[config.mk]
export PLATFORM = sky130hd
export DESIGN_NAME = id_stage
export DESIGN_NICKNAME = d
export VERILOG_FILES = /design/src/rtl/id_stage_pkg.sv /design/src/rtl/id_stage_regfile.sv /design/src/rtl/id_stage.sv
export SDC_FILE = /design/constraint.sdc
export NUM_CORES = 2
export LEC_CHECK = 0
export BUFFER_PORTS_ARGS = -buffer_cell sky130_fd_sc_hd__buf_2
export CAP_MARGIN = 20
export CORE_MARGIN = 10
export CORE_UTILIZATION = 34
export CTS_CLUSTER_DIAMETER = 60
export DETAILED_ROUTE_END_ITERATION = 7
export PLACE_DENSITY = 0.61
export REMOVE_ABC_BUFFERS = 1
export SYNTH_ARGS = -nofsm -noshare
export SYNTH_HDL_FRONTEND = slang
export SYNTH_SLANG_ARGS = --single-unit
[constraint.sdc]
create_clock -name clk -period 45.3 [get_ports clk]
set_input_delay 4.53 -clock clk [delete_from_list [all_inputs] [get_ports clk]]
set_output_delay 4.53 -clock clk [all_outputs]
set_load 0.02 [all_outputs]
[src/rtl/id_stage_pkg.sv]
// rtl/id_stage_pkg.sv - shared constants, opcode encodings and source/dest usage decode
package id_stage_pkg;

    localparam int XLEN_WIDTH = 32;
    localparam int NUM_REGS   = 32;
    localparam int REG_ADDR_W = 5;

    localparam logic [6:0] INST_OP_TYPE_R      = 7'b0110011;
    localparam logic [6:0] INST_OP_TYPE_I      = 7'b0010011;
    localparam logic [6:0] INST_OP_TYPE_LOAD   = 7'b0000011;
    localparam logic [6:0] INST_OP_TYPE_STORE  = 7'b0100011;
    localparam logic [6:0] INST_OP_TYPE_BRANCH = 7'b1100011;
    localparam logic [6:0] INST_OP_TYPE_JAL    = 7'b1101111;
    localparam logic [6:0] INST_OP_TYPE_JALR   = 7'b1100111;
    localparam logic [6:0] INST_OP_TYPE_LUI    = 7'b0110111;
    localparam logic [6:0] INST_OP_TYPE_AUIPC  = 7'b0010111;

    typedef struct packed {
        logic uses_rs1;
        logic uses_rs2;
        logic writes_rd;
    } usage_t;

    // Unknown opcodes read nothing and write nothing; rd=x0 never counts as a write.
    function automatic usage_t decode_usage(input logic [6:0] op, input logic [REG_ADDR_W-1:0] rd);
        usage_t u;
        u = '0;
        case (op)
            INST_OP_TYPE_R:      begin u.uses_rs1 = 1'b1; u.uses_rs2 = 1'b1; u.writes_rd = 1'b1; end
            INST_OP_TYPE_I:      begin u.uses_rs1 = 1'b1; u.writes_rd = 1'b1; end
            INST_OP_TYPE_LOAD:   begin u.uses_rs1 = 1'b1; u.writes_rd = 1'b1; end
            INST_OP_TYPE_STORE:  begin u.uses_rs1 = 1'b1; u.uses_rs2 = 1'b1; end
            INST_OP_TYPE_BRANCH: begin u.uses_rs1 = 1'b1; u.uses_rs2 = 1'b1; end
            INST_OP_TYPE_JALR:   begin u.uses_rs1 = 1'b1; u.writes_rd = 1'b1; end
            INST_OP_TYPE_JAL:    u.writes_rd = 1'b1;
            INST_OP_TYPE_LUI:    u.writes_rd = 1'b1;
            INST_OP_TYPE_AUIPC:  u.writes_rd = 1'b1;
            default:             u = '0;
        endcase
        if (rd == '0) begin
            u.writes_rd = 1'b0;
        end
        return u;
    endfunction

endpackage

[src/rtl/id_stage_regfile.sv]
// rtl/id_stage_regfile.sv - integer register file, 2 read ports with write-through bypass, x0 hardwired
module id_stage_regfile
    import id_stage_pkg::*;
#(
    parameter int XLEN      = XLEN_WIDTH,
    parameter int REG_COUNT = NUM_REGS
) (
    input  logic                  clk,
    input  logic                  rst,
    input  logic [REG_ADDR_W-1:0] raddr1_i,
    output logic [XLEN-1:0]       rdata1_o,
    input  logic [REG_ADDR_W-1:0] raddr2_i,
    output logic [XLEN-1:0]       rdata2_o,
    input  logic                  wen_i,
    input  logic [REG_ADDR_W-1:0] waddr_i,
    input  logic [XLEN-1:0]       wdata_i
);

    logic [XLEN-1:0] regs_q [REG_COUNT];

    // Storage: whole file clears on reset; writes to x0 are dropped.
    always_ff @(posedge clk or posedge rst) begin
        if (rst) begin
            for (int i = 0; i < REG_COUNT; i++) begin
                regs_q[i] <= '0;
            end
        end else if (wen_i && (waddr_i != '0)) begin
            regs_q[waddr_i] <= wdata_i;
        end
    end

    // Read ports: x0 reads zero, a same-cycle write to the index is forwarded.
    always_comb begin
        rdata1_o = '0;
        rdata2_o = '0;
        if (raddr1_i != '0) begin
            rdata1_o = (wen_i && (waddr_i == raddr1_i)) ? wdata_i : regs_q[raddr1_i];
        end
        if (raddr2_i != '0) begin
            rdata2_o = (wen_i && (waddr_i == raddr2_i)) ? wdata_i : regs_q[raddr2_i];
        end
    end

endmodule

[src/rtl/id_stage.sv]
// rtl/id_stage.sv - decode/issue stage with busy-bit RAW scoreboard feeding the ALU
module id_stage
    import id_stage_pkg::*;
#(
    parameter int XLEN      = XLEN_WIDTH,
    parameter int REG_COUNT = NUM_REGS
) (
    input  logic                  clk,
    input  logic                  rst,
    input  logic                  inst_valid,
    // Combinational on inst contents (via hazard); fetch must not gate inst_valid on inst_ready.
    output logic                  inst_ready,
    input  logic [31:0]           inst,
    input  logic                  flush,
    output logic                  ex_valid,
    input  logic                  ex_ready,
    output logic [XLEN-1:0]       rs1,
    output logic [XLEN-1:0]       rs2,
    output logic [6:0]            opcode,
    output logic [2:0]            funct3,
    output logic [6:0]            funct7,
    output logic [REG_ADDR_W-1:0] rd_addr,
    input  logic                  wb_en,
    input  logic [REG_ADDR_W-1:0] wb_addr,
    input  logic [XLEN-1:0]       wb_data
);

    logic [REG_ADDR_W-1:0] rs1_idx, rs2_idx, rd_idx;
    logic [XLEN-1:0]       rf_rdata1, rf_rdata2;
    usage_t                use_s;
    logic                  hazard, issue;

    logic [REG_COUNT-1:0]  busy_q, busy_d;
    logic                  ex_valid_q, ex_valid_d;
    logic [XLEN-1:0]       rs1_q, rs1_d, rs2_q, rs2_d;
    logic [6:0]            opcode_q, opcode_d, funct7_q, funct7_d;
    logic [2:0]            funct3_q, funct3_d;
    logic [REG_ADDR_W-1:0] rd_q, rd_d;

    assign rs1_idx = inst[19:15];
    assign rs2_idx = inst[24:20];
    assign rd_idx  = inst[11:7];
    assign use_s   = decode_usage(inst[6:0], rd_idx);

    id_stage_regfile #(.XLEN(XLEN), .REG_COUNT(REG_COUNT)) u_regfile (
        .clk      (clk),
        .rst      (rst),
        .raddr1_i (rs1_idx),
        .rdata1_o (rf_rdata1),
        .raddr2_i (rs2_idx),
        .rdata2_o (rf_rdata2),
        .wen_i    (wb_en),
        .waddr_i  (wb_addr),
        .wdata_i  (wb_data)
    );

    // Hazard: a busy source stalls unless its writeback lands this very cycle.
    always_comb begin
        hazard = (use_s.uses_rs1 && busy_q[rs1_idx] && !(wb_en && (wb_addr == rs1_idx))) ||
                 (use_s.uses_rs2 && busy_q[rs2_idx] && !(wb_en && (wb_addr == rs2_idx)));
    end

    assign inst_ready = !flush && !hazard && (!ex_valid_q || ex_ready);
    assign issue      = inst_valid && inst_ready;

    // Scoreboard next state: writeback clear first, issue set overrides it, flush wipes all.
    always_comb begin
        busy_d = busy_q;
        if (wb_en) begin
            busy_d[wb_addr] = 1'b0;
        end
        if (issue && use_s.writes_rd) begin
            busy_d[rd_idx] = 1'b1;
        end
        if (flush) begin
            busy_d = '0;
        end
    end

    // Output bundle next state: capture on issue, otherwise hold.
    always_comb begin
        ex_valid_d = ex_valid_q;
        rs1_d      = rs1_q;
        rs2_d      = rs2_q;
        opcode_d   = opcode_q;
        funct3_d   = funct3_q;
        funct7_d   = funct7_q;
        rd_d       = rd_q;
        if (flush) begin
            ex_valid_d = 1'b0;
        end else if (issue) begin
            ex_valid_d = 1'b1;
        end else if (ex_ready) begin
            ex_valid_d = 1'b0;
        end
        if (issue) begin
            rs1_d    = rf_rdata1;
            rs2_d    = rf_rdata2;
            opcode_d = inst[6:0];
            funct3_d = inst[14:12];
            funct7_d = inst[31:25];
            rd_d     = rd_idx;
        end
    end

    // State registers for scoreboard and the registered output bundle.
    always_ff @(posedge clk or posedge rst) begin
        if (rst) begin
            busy_q     <= '0;
            ex_valid_q <= 1'b0;
            rs1_q      <= '0;
            rs2_q      <= '0;
            opcode_q   <= '0;
            funct3_q   <= '0;
            funct7_q   <= '0;
            rd_q       <= '0;
        end else begin
            busy_q     <= busy_d;
            ex_valid_q <= ex_valid_d;
            rs1_q      <= rs1_d;
            rs2_q      <= rs2_d;
            opcode_q   <= opcode_d;
            funct3_q   <= funct3_d;
            funct7_q   <= funct7_d;
            rd_q       <= rd_d;
        end
    end

    assign ex_valid = ex_valid_q;
    assign rs1      = rs1_q;
    assign rs2      = rs2_q;
    assign opcode   = opcode_q;
    assign funct3   = funct3_q;
    assign funct7   = funct7_q;
    assign rd_addr  = rd_q;

endmodule

; ---- After elaboration in Yosys (flattened, before gate mapping)
; Cells that the tools add are included.
[op_classes]
n_addsub = 0
reduce_logical = 29
shift = 0
n_mul = 0
div = 0
order_cmp = 10
n_mux = 31
bitwise = 6
n_eq_ne = 11
[ops]
columns = cell, n
row1 = $bwmux W1024, 1
row2 = $mux W32, 12
row3 = $bmux W32 S5, 2
row4 = $demux W32 S5, 1
row5 = $and A32 B32 Y32, 1
row6 = $not A32 Y32, 1
row7 = $or A32 B32 Y32, 1
row8 = $lt A5 B6 Y1 const B, 4
row9 = $eq A7 B6 Y1 const B, 3
row10 = $eq A7 B7 Y1 const B, 3
row11 = $ge A6 B6 Y1 const B, 3
row12 = $not A5 Y6, 3
row13 = $reduce_bool A5 Y1, 3
row14 = $eq A7 B5 Y1 const B, 2
row15 = $logic_and A1 B1 Y1, 14
row16 = $mux W1, 11
row17 = $bmux W1 S5, 2
row18 = $demux W1 S5, 2
row19 = $eq A5 B5 Y1, 2
row20 = $ge A5 B1 Y1 const B, 2
row21 = $eq A7 B2 Y1 const B, 1
row22 = $reduce_or A7 Y1, 1
row23 = $lt A6 B1 Y1 const B, 1
row24 = $reduce_or A6 Y1, 1
row25 = other kinds (5), 10
[word_totals]
wordCells = 127
mem_bits_ro = 0
n_memories = 0
regBits = 1143
latch_bits = 0
input_bits = 75
mem_bits_rw = 0

; ---- Longest topological paths before layout
[logic_depth]
word_depth = 13
mapped_depth = 11
mapped_depth_nobuf = 6

; ---- Cells and area by module
; Synthesis repeated with hierarchy kept, for this count alone.
[hier_totals]
hier_cells = 4312
hier_area_um2 = 61019.8
[modules_own_cells]
columns = module, cells_per_inst, instances, seq_area_each_um2, area_each_um2
row1 = id_stage_regfile, 3850, 1, 25624.6, 55132.9
row2 = id_stage, 462, 1, 2977.9, 5886.9

; ---- Least setup slack after synthesis
; OpenSTA, ideal clock, no wires.
[synth_timing]
path_kind = input port to output port
from = input inst[16]
to = output inst_ready
path_slack_ns = 34.483
path_stages = 7
arrival_ns = 6.287
cell_sequence = buf_2 buf_2 mux4_2 mux2_2 a2bb2oi_1 nand4_1 and4b_1
[synth_via]
elab_chain_cells = 8
[synth_lines]
columns = item, line_no
row1 = from (decl), id_stage.sv:13  ; input logic [31:0] inst,
row2 = $bmux W1 S5 or $eq A5 B5 Y1 (tied branches), id_stage.sv:59  ; hazard = (use_s.uses_rs1 && busy_q[rs1_idx] && !(wb_en && (wb_addr == rs1_idx))) ||
row3 = $mux W1 (not written as such) or $logic_and A1 B1 Y1 (tied branches), id_stage.sv:59
row4 = $logic_and A1 B1 Y1 or $logic_not A1 Y1 (tied branches), id_stage.sv:59
row5 = $logic_and A1 B1 Y1 *, id_stage.sv:59
row6 = $logic_or A1 B1 Y1 *, id_stage.sv:59
row7 = $logic_not A1 Y1 *, id_stage.sv:63  ; assign inst_ready = !flush && !hazard && (!ex_valid_q || ex_ready);
row8 = $logic_and A1 B1 Y1 * (2 in a row), id_stage.sv:63
row9 = to (decl), id_stage.sv:12  ; output logic inst_ready,
; Every way passes the cells marked *; elsewhere a longest branch is shown, timed or not. The select of a mux whose other input is x is not followed.

; ---- Worst setup path in the final report
[layout_timing]
from = input inst[18]
to = output inst_ready
; Same word-level chain as after synthesis.

==> run metrics <==
status complete, no violations; Yosys top cell area share between 40% and 50%; vias in the first global route 37900; CP arrival ~7100 ps; Psw between 0.0008 and 0.0009 W; Critical-path top delay cell buf_4; Clk Latency, worst-skew pair ~800 ps; via count about 36000; hold violation total from the final report 0; Detailed Place HPWL approximately 100000 um; number of synthesized flops with an enable pin 0; pre-CTS setup slack 33570 ps; Net Sw Frac a little over a quarter; post_cts resized 0; setup slack, reg-to-reg slightly above 40000 ps; Yosys cell types 49; peak supply drop 0.0265 mV; DRT iter0 DRCs ~3000; worst r2r dst rs1[11]; IO Pins approximately 160; Min-Delay Endpoint u_regfile.regs_q[999]; top cells by count, synth dfrtp_1 (1143), mux2_2 (1120), mux4_2 (623); Final setup viols 0; CTS Buffer Depth 3; final WL 181000 um; grt ovf 0; CTS H-tree depth 4; CTS tree done; post-synth top area cell dfrtp_1; Synth area leaders dfrtp_1 (48%), mux4_2 (23%), mux2_2 (21%), clkbuf_1 (1.7%), a22o_1 (0.72%); reg2reg path depth 8; Seq/Total Area, Yosys a little under half; HP Start u_regfile.regs_q[999]; cells along the critical path buf_4 > buf_4 > mux4_2 > mux4_2 > nand2b_1 > nand4_1 > and4b_1 > buf_2; Worst Hold Class reg -> reg; First-pass DRT Iterations 5; routability cong. ~0.8; Hold Crit Depth 0; max-cap violation count 0; crit path launch type input pin; Starting Density roughly 34%; fill count about 16000; Rows around 150; Mapped Cells 3752; Peak Freq roughly 0.086 GHz; die area between 0.15 and 0.2 mm2; #FFs+latches synth ~1100; CP endpoint kind output pin; Seq pwr share around 44%; Clock power frac 35.0%; global-route wire length before repair roughly 270000 um; PortBufs 162; worst slew pin tran approximately 1100 ps; Post-Synthesis Cell Area about 0.060 mm2; Pint 0.00223 W; antenna violations before repair 18; ANT nets after route 0; largest net degree at the start of global routing 158; Area Overhead vs Synth 12.2%; layout cells sized above 1 just under 60%; Die W approximately 440 um; clock transition at the registers of the reported paths 60 ps; final net count 3768; Reg2Reg Launch Point busy_q[23]; die height 440 um; most frequently used flop master after synthesis dfrtp_1; Via density 5.83; period utilisation layout approximately a quarter; Crit Path Class in -> out; DR DRC count 0; slowest stage delay, CP between 500 and 600 ps; Slew HR a little over a quarter; GRT Total Usage between 15 and 20%; setup tns final 0 ps; crit path time final roughly 12000 ps; Post-CTS Setup Inserts 0; Worst Path Required roughly 41000 ps; count leader, synth dfrtp_1; unrepaired setup endpoints after global routing no; WL/cell about 30 um; Worst Setup Slack, final between 30000 and 40000 ps; Fin Clk Skew around 27 ps; Comb pwr share a little over a fifth; Leakage Power between 20 and 30 nW; CORE AREA around 0.18 mm2; TritonCTS Buffers roughly 130; DP Area around 0.063 mm2; Synth async-reset ratio between 90% and 100%; TritonCTS Sinks roughly 1100; Root Buffer Master clkbuf_16; Design Area, Final between 0.06 and 0.07 mm2; CP max FO 28; Cell Pwr Density approximately 46 mW/mm2; max-slew violations 0; yosys warns 0; Tot Pwr around 0.0031 W; cts hold-fix bufs 0; hold_ws between 300 and 400 ps; syn_area_per_cell about 16 um2
==> layout by cell type, fill, tap and decap left out, types with 6 or more instances in the layout <==
master     instances
inv_1              8
xnor2_1            6
nand2b_1           9
clkbuf_16        135
nand3b_1          21
nand2_4           15
dfrtp_1         1143
nand3_1           42
nor2_1            24
nand2_1           30
a32oi_1           11
clkbuf_1          26
buf_2            153
inv_6              9
mux2_2          1120
buf_4             76
a22o_1            49
mux4_2           623
clkbuf_8          29
o21ai_0           33
nor2b_1            7
clkinv_2          20
nor2_4            18
mux2i_1           28
o41ai_2           10
a21oi_1           16
a221oi_1          17
or3b_2            17
o211ai_1          14
==> sequential cells by signal, indices dropped and copies added (netlist names) <==
| name | flops |
|---|---|
| u_regfile.regs_q | 1024 |
| opcode | 7 |
| busy_q | 32 |
| ex_valid | 1 |
| funct7 | 7 |
| rd_addr | 5 |
| rs2 | 32 |
| rs1 | 32 |
| funct3 | 3 |
==> metal layers <==
layer | vias to the layer above | wire [um] | global-route usage (%)
met5 | - | 60 | 0
met4 | 10 | 6150 | 6.36
met3 | 351 | 10900 | 3.74
met2 | 1185 | 89100 | 30.9
met1 | 19700 | 74500 | 24.1
li1 | 14500 | - | -
==> worst max-delay path: cells and delay by family <==
kind          cells  cell delay (ps)
buf+inv           3             1100
mux               2              860
simple gates      3              630
==> cells by family after synthesis <==
kind of cell / count (synthesis) / share of synthesized area [%]
flops: 1143 / 47.7
compound gates: 170 / 2.23
mux: 1771 / 44.9
xor+xnor: 10 / 0.146
buf+inv: 441 / 2.98
simple gates: 217 / 1.97
==> per-stage QoR <==
| step | utilization (%) | cells |
|---|---|---|
| 6_report | 38.3 | 6137 |
| 5_1_grt | 38.3 | 6137 |
| 4_1_cts | 38.2 | 6132 |
| 3_5_place_dp | 35.8 | 5897 |
| 3_3_place_gp | 35.8 | 5897 |
| 2_1_floorplan | - | 3320 |
==> worst max path at each step <==
stage          cells past startpoint  slack, ps  startpoint          to
4_1_cts                            8      33570    inst[18]  inst_ready
5_1_grt                            8      33600    inst[18]  inst_ready
3_3_place_gp                       8      33600    inst[18]  inst_ready
2_1_floorplan                      1       8580         rst   busy_q[0]
6_report                           8      33630    inst[18]  inst_ready
3_5_place_dp                       8      33570    inst[18]  inst_ready
==> power by group through the flow <==
stage	clock network [W]	registers (W)	logic (W)
floorplan	0	0.00136	0.000439
global placement	0	0.00135	0.000634
detailed placement	0	0.00137	0.000645
CTS	0.00110	0.00135	0.000646
global route	0.00114	0.00138	0.000683
finish	0.00107	0.00135	0.000637
==> area by class of cell <==
class / count / area, um2 / share of cell area (%)
Antenna cell: 2 / 5.00 / 0.00744
Timing Repair Buffer: 240 / 1530 / 2.27
Sequential cell: 1143 / 28600 / 42.5
Clock buffer: 190 / 3870 / 5.76
Inverter: 9 / 41.3 / 0.0614
Clock inverter: 45 / 453 / 0.674
Tap cell: 2340 / 2930 / 4.35
Multi-Input combinational cell: 2168 / 29800 / 44.3
No activity file was read; power rests on OpenSTA's default activity.
